--- src/rtl/div_pkg.sv ---
// Shared definitions for the sequential divide unit: FSM encoding and the
// fixed widths/constants used by the divider and its bench.
package div_pkg;

    typedef enum logic [1:0] {
        IDLE = 2'd0,
        RUN  = 2'd1,
        DONE = 2'd2
    } div_state_t;

    localparam int          DIV_WIDTH     = 16;
    localparam int          DIV_ITERS     = 16;
    localparam logic [15:0] DIV_ZERO_QUOT = 16'hFFFF;

endpackage

--- src/rtl/cla_16bit.sv ---
// 16-bit two-level carry-lookahead adder: four 4-bit lookahead groups with a
// second lookahead level generating the group carries.
module cla_16bit (
    input  logic [15:0] a,
    input  logic [15:0] b,
    input  logic        cin,
    output logic [15:0] sum,
    output logic        cout,
    output logic        pg,
    output logic        gg
);

    logic [15:0] p;
    logic [15:0] g;
    logic [15:0] carry;
    logic [3:0]  grp_p;
    logic [3:0]  grp_g;
    logic [3:0]  grp_c;

    assign p = a ^ b;
    assign g = a & b;

    generate
        for (genvar gi = 0; gi < 4; gi++) begin : g_group
            localparam int B = 4 * gi;

            assign grp_p[gi] = p[B+3] & p[B+2] & p[B+1] & p[B];
            assign grp_g[gi] = g[B+3]
                             | (p[B+3] & g[B+2])
                             | (p[B+3] & p[B+2] & g[B+1])
                             | (p[B+3] & p[B+2] & p[B+1] & g[B]);

            // Carries inside the group are fully expanded from the group carry-in.
            assign carry[B]   = grp_c[gi];
            assign carry[B+1] = g[B] | (p[B] & grp_c[gi]);
            assign carry[B+2] = g[B+1] | (p[B+1] & g[B])
                              | (p[B+1] & p[B] & grp_c[gi]);
            assign carry[B+3] = g[B+2] | (p[B+2] & g[B+1])
                              | (p[B+2] & p[B+1] & g[B])
                              | (p[B+2] & p[B+1] & p[B] & grp_c[gi]);
        end
    endgenerate

    assign grp_c[0] = cin;
    assign grp_c[1] = grp_g[0] | (grp_p[0] & cin);
    assign grp_c[2] = grp_g[1] | (grp_p[1] & grp_g[0])
                    | (grp_p[1] & grp_p[0] & cin);
    assign grp_c[3] = grp_g[2] | (grp_p[2] & grp_g[1])
                    | (grp_p[2] & grp_p[1] & grp_g[0])
                    | (grp_p[2] & grp_p[1] & grp_p[0] & cin);

    assign pg   = &grp_p;
    assign gg   = grp_g[3]
                | (grp_p[3] & grp_g[2])
                | (grp_p[3] & grp_p[2] & grp_g[1])
                | (grp_p[3] & grp_p[2] & grp_p[1] & grp_g[0]);
    assign cout = gg | (pg & cin);
    assign sum  = p ^ carry;

endmodule

--- src/rtl/seq_divider_16bit.sv ---
// Multi-cycle unsigned restoring divider: one trial subtraction per cycle on a
// carry-lookahead adder, start/done handshake, results held until the next op.
module seq_divider_16bit
    import div_pkg::*;
#(
    parameter int WIDTH = DIV_WIDTH
) (
    input  logic             clk,
    input  logic             rst,
    input  logic             start,
    input  logic [WIDTH-1:0] dividend,
    input  logic [WIDTH-1:0] divisor,
    output logic             busy,
    output logic             done,
    output logic [WIDTH-1:0] quotient,
    output logic [WIDTH-1:0] remainder,
    output logic             div_by_zero
);

    div_state_t       state_reg, state_next;
    logic [3:0]       count_reg, count_next;
    logic [WIDTH:0]   r_reg, r_next;
    logic [WIDTH-1:0] q_reg, q_next;
    logic [WIDTH-1:0] divisor_reg, divisor_next;
    logic [WIDTH-1:0] quot_reg, quot_next;
    logic [WIDTH-1:0] rem_reg, rem_next;
    logic             dz_reg, dz_next;

    logic [WIDTH:0]   r_shift;
    logic [WIDTH-1:0] trial;
    logic             trial_cout;
    logic             trial_ok;
    logic [WIDTH:0]   r_iter;
    logic [WIDTH-1:0] q_iter;
    logic             cla_pg;
    logic             cla_gg;
    logic             unused_cla;

    assign r_shift = {r_reg[WIDTH-1:0], q_reg[WIDTH-1]};

    // Subtraction as A + ~B + 1; carry-out high means no borrow.
    cla_16bit u_sub (
        .a    (r_shift[WIDTH-1:0]),
        .b    (~divisor_reg),
        .cin  (1'b1),
        .sum  (trial),
        .cout (trial_cout),
        .pg   (cla_pg),
        .gg   (cla_gg)
    );

    assign unused_cla = cla_pg & cla_gg;

    // Bit 16 of the shifted remainder means it already exceeds any divisor.
    assign trial_ok = r_shift[WIDTH] | trial_cout;
    assign r_iter   = trial_ok ? {1'b0, trial} : r_shift;
    assign q_iter   = {q_reg[WIDTH-2:0], trial_ok};

    always_comb begin
        state_next   = state_reg;
        count_next   = count_reg;
        r_next       = r_reg;
        q_next       = q_reg;
        divisor_next = divisor_reg;
        quot_next    = quot_reg;
        rem_next     = rem_reg;
        dz_next      = dz_reg;
        case (state_reg)
            IDLE, DONE: begin
                if (start) begin
                    divisor_next = divisor;
                    if (divisor == '0) begin
                        state_next = DONE;
                        quot_next  = DIV_ZERO_QUOT;
                        rem_next   = dividend;
                        dz_next    = 1'b1;
                    end else begin
                        state_next = RUN;
                        count_next = '0;
                        r_next     = '0;
                        q_next     = dividend;
                    end
                end else if (state_reg == DONE) begin
                    state_next = IDLE;
                end
            end
            RUN: begin
                r_next     = r_iter;
                q_next     = q_iter;
                count_next = count_reg + 4'd1;
                if (count_reg == 4'(DIV_ITERS - 1)) begin
                    state_next = DONE;
                    quot_next  = q_iter;
                    rem_next   = r_iter[WIDTH-1:0];
                    dz_next    = 1'b0;
                end
            end
            default: state_next = IDLE;
        endcase
    end

    always_ff @(posedge clk) begin
        if (rst) begin
            state_reg   <= IDLE;
            count_reg   <= '0;
            r_reg       <= '0;
            q_reg       <= '0;
            divisor_reg <= '0;
            quot_reg    <= '0;
            rem_reg     <= '0;
            dz_reg      <= 1'b0;
        end else begin
            state_reg   <= state_next;
            count_reg   <= count_next;
            r_reg       <= r_next;
            q_reg       <= q_next;
            divisor_reg <= divisor_next;
            quot_reg    <= quot_next;
            rem_reg     <= rem_next;
            dz_reg      <= dz_next;
        end
    end

    assign busy        = (state_reg == RUN);
    assign done        = (state_reg == DONE);
    assign quotient    = quot_reg;
    assign remainder   = rem_reg;
    assign div_by_zero = dz_reg;

endmodule

--- config.mk ---
export PLATFORM = sky130hd
export DESIGN_NAME = seq_divider_16bit
export DESIGN_NICKNAME = d
export VERILOG_FILES = /design/src/rtl/div_pkg.sv /design/src/rtl/cla_16bit.sv /design/src/rtl/seq_divider_16bit.sv
export SDC_FILE = /design/constraint.sdc
export NUM_CORES = 1
export LEC_CHECK = 0
export ABC_CLOCK_PERIOD_IN_PS = 2540
export CELL_PAD_IN_SITES_DETAIL_PLACEMENT = 1
export CELL_PAD_IN_SITES_GLOBAL_PLACEMENT = 1
export CORE_ASPECT_RATIO = 0.75
export CORE_MARGIN = 2
export CORE_UTILIZATION = 36
export DETAILED_ROUTE_END_ITERATION = 16
export PLACE_DENSITY = 0.73
export SLEW_MARGIN = 20
export SYNTH_ARGS = -nofsm -noshare
export SYNTH_HDL_FRONTEND = slang
export SYNTH_SLANG_ARGS = --single-unit
--- constraint.sdc ---
create_clock -name clk -period 2.54 [get_ports clk]
set_clock_uncertainty 0.1 [all_clocks]
set_input_delay 0.508 -clock clk [delete_from_list [all_inputs] [get_ports clk]]
set_output_delay 0.508 -clock clk [all_outputs]
set_load 0.005 [all_outputs]
==> reports/summary.txt, run 1 <==
Remaining DRCs: 0
Post-synthesis sequential area ratio: 41.1%
CP Max Fanout: 6
Worst Setup End Kind: flip-flop
Total CTS buffers: 9
Longest Clk Path Bufs: 2
Max Cap Viol: 0
Num Clock Sinks: 87
Initial DRC Count: 155
RePlAce Congestion: 0.815
Crit path required time: 2690 ps
Root buf cell: clkbuf_16
Gate Count Post-Synth: 508
Crit path from: divisor_reg[3]
Drt wl/cell: 18.6 um
Setup TNS: -3600 ps
Post-synth EDFFs: 0
Worst-skew pair later-pin latency: 340 ps
Most common cell after layout, fill and taps aside: dfxtp_1
Routed Wire Length: 14,700 um
GRT overflow: 0
Worst-path clk slew: 70 ps
Worst vdd ir: 423 uV
Post-synth cell types: 53
Startpoint Class: flip-flop
Routed metal-1 wirelength: 6350 um
Flop2flop setup slack: -250 ps
Initial Utilization: 36.8%
Reg2reg start: divisor_reg[3]
WS Path Type: flip-flop to flip-flop
Failing checks: negative setup slack
Total chip power: 0.00522 W
RSZ-0062 raised after global routing: yes
HPWL after detailed placement: 9950 um
Hold crit path type: flip-flop to flip-flop
Final hold violation count: 0
I/O pin total: 70
Routed Antenna Nets: 0
Count of final setup violators: 31
Met2 wire length: 7530 um
H-Tree Depth: 3
R2R cell count: 11
Max layer used: met4
Pre-CTS WS: -344 ps
# hold bufs at CTS: 0
Yosys warning total: 0
Status: finished, violations left
Max-slew violation count: 0
Fin worst setup slack: -252 ps
Cell Pwr Density: 840 nW/um^2
Async SR Flop Fraction: 0%
Most used cells in the layout excluding fill and tap cells: 78 x dfxtp_1, 74 x nor2_1, 68 x clkdlybuf4s50_1, 66 x nand2_1, 59 x buf_4
IO Port Bufs: 69
Initial antenna violation count: 0
CP endpoint: remainder[5]
Core Area: 11,500 sq um
Synth-to-layout area growth: 46.7%
Data arrival time of the critical path: 2940 ps
Slew @ Worst Pin: 947 ps
DR vias: 4,205
Drt pass-1 iters: 4
Hold depth: 2
Post-Syn Area: 4240 sq um
Row cnt: 34
Synthesized flop and latch total: 87
CTS tree: done
Finished Core Util: 54.0%
Vias in the first global route: 4,588
ANT cells: 0
Routed met3 length: 435 um
Global-route usage over all layers: 23.7%
Max Freq: 358 MHz
Total die area: 12,700 sq um
Top FF cell, synth: dfxtp_1
Clock period minus final worst setup slack: 2790 ps
Die Width: 129 um
Leakage power: 2.38 nW
Syn Nets: 564
Final hold slack: 356 ps
Reg2reg end: remainder[5]
Syn Area/Cell: 8.35 sq um
Via density: 5.30
First-pass GRT wire length: 23,600 um
Pin count of the biggest net entering global routing: 45
Die height: 98.0 um
Post-layout nets: 683
Slew Limit Headroom: 35.2%
Part of the cycle the worst path needs: 110%
Layout cells sized above 1: 24.2%
-- where the power goes --
group	internal, W	total [W]	switching, W
combinational	0.00125	0.00238	0.00113
clock	0.000707	0.00132	0.000609
sequential	0.00145	0.00153	0.0000801
-- routing by layer --
layer / vias to the layer above / GRT usage (%)
met5: - / 0
met4: 0 / 7.61
met3: 34 / 4.55
met2: 83 / 41.9
met1: 2089 / 28.8
li1: 1999 / -
-- final cells by class --
type / count / area, sq um
timing repair buffer: 138 / 1280
inverter: 21 / 78.8
fill: 1313 / 5310
tap: 162 / 203
clock inverter: 6 / 51.3
clock buffer: 10 / 239
multi-input combinational: 370 / 2610
sequential: 87 / 1750
-- per-stage QoR --
stage | instance area (sq um) | cells
global placement | 5490 | 766
CTS | 5960 | 788
finish | 6220 | 794
detailed placement | 5490 | 766
floorplan | 4240 | 508
global route | 6220 | 794
-- repair_timing --
item / CTS / global route
buffers inserted: 6 / 6
endpoints found under the setup margin: 31 / 33
cloned: 1 / 0
resized for setup: 31 / 41
pin swaps: 16 / 11
-- Yosys cell counts (3+ instances only) --
library cell / instances / area share, %
dfxtp_1: 87 / 41
nor2_1: 75 / 6.6
nand2_1: 66 / 5.8
a21oi_1: 49 / 5.8
clkbuf_1: 28 / 2.5
a211oi_1: 25 / 4.4
mux2i_1: 21 / 5.0
nor3_1: 21 / 2.5
inv_1: 20 / 1.8
ha_1: 18 / 5.3
o21ai_0: 9 / 1.1
mux2_2: 7 / 1.9
xnor2_1: 7 / 1.4
and3_1: 6 / 0.89
nand3_1: 5 / 0.59
nand2b_1: 4 / 0.59
nor4_1: 4 / 0.59
o21a_1: 4 / 0.71
a22o_1: 3 / 0.62
fa_1: 3 / 1.4
nor2b_1: 3 / 0.44
o21ai_1: 3 / 0.35
or3_1: 3 / 0.44
-- critical path: stages (launching register included) --
cell and delay [ps]:
dfxtp_2 340, inv_2 40, ha_4 150, or3_4 410, o221ai_4 240, buf_4 160
o21a_4 140, a211oi_4 90, a21oi_4 320, buf_6 150, mux2_4 320, a211oi_2 220
-- how the worst min path moves through the flow --
stage,from,slack (ps),end
final,divisor_reg[10],360,divisor_reg[10]
after global routing,divisor_reg[10],380,divisor_reg[10]
after CTS,divisor_reg[10],360,divisor_reg[10]
after detailed placement,divisor_reg[10],350,divisor_reg[10]
after global placement,divisor_reg[10],350,divisor_reg[10]
after floorplan,divisor_reg[10],340,divisor_reg[10]
-- cell families after synthesis --
logic type      count (synthesis)  synth area share [%]
buf+inv                        52                  4.99
mux                            29                  7.08
flops                          87                  41.1
compound gates                115                  18.3
fa+ha+maj                      21                  6.73
xor+xnor                        9                  1.86
simple gates                  195                  19.9
(Power assumes the default switching activity.)
==> run 2, diff against run 1 <==
==> constraint.sdc (replaced) <==
create_clock -name clk -period 2.54 [get_ports clk]
set_clock_uncertainty 0.1 [all_clocks]
set_input_delay 0.508 -clock clk [delete_from_list [all_inputs] [get_ports clk]]
set_output_delay 0.508 -clock clk [all_outputs]
set_load 0.02 [all_outputs]
==> results of run 2 <==
Same layout as run 1 (identical final DEF). Status: finished, violations left: negative setup slack.
Among the figures that moved: total power 0.00522 W -> 0.00523 W
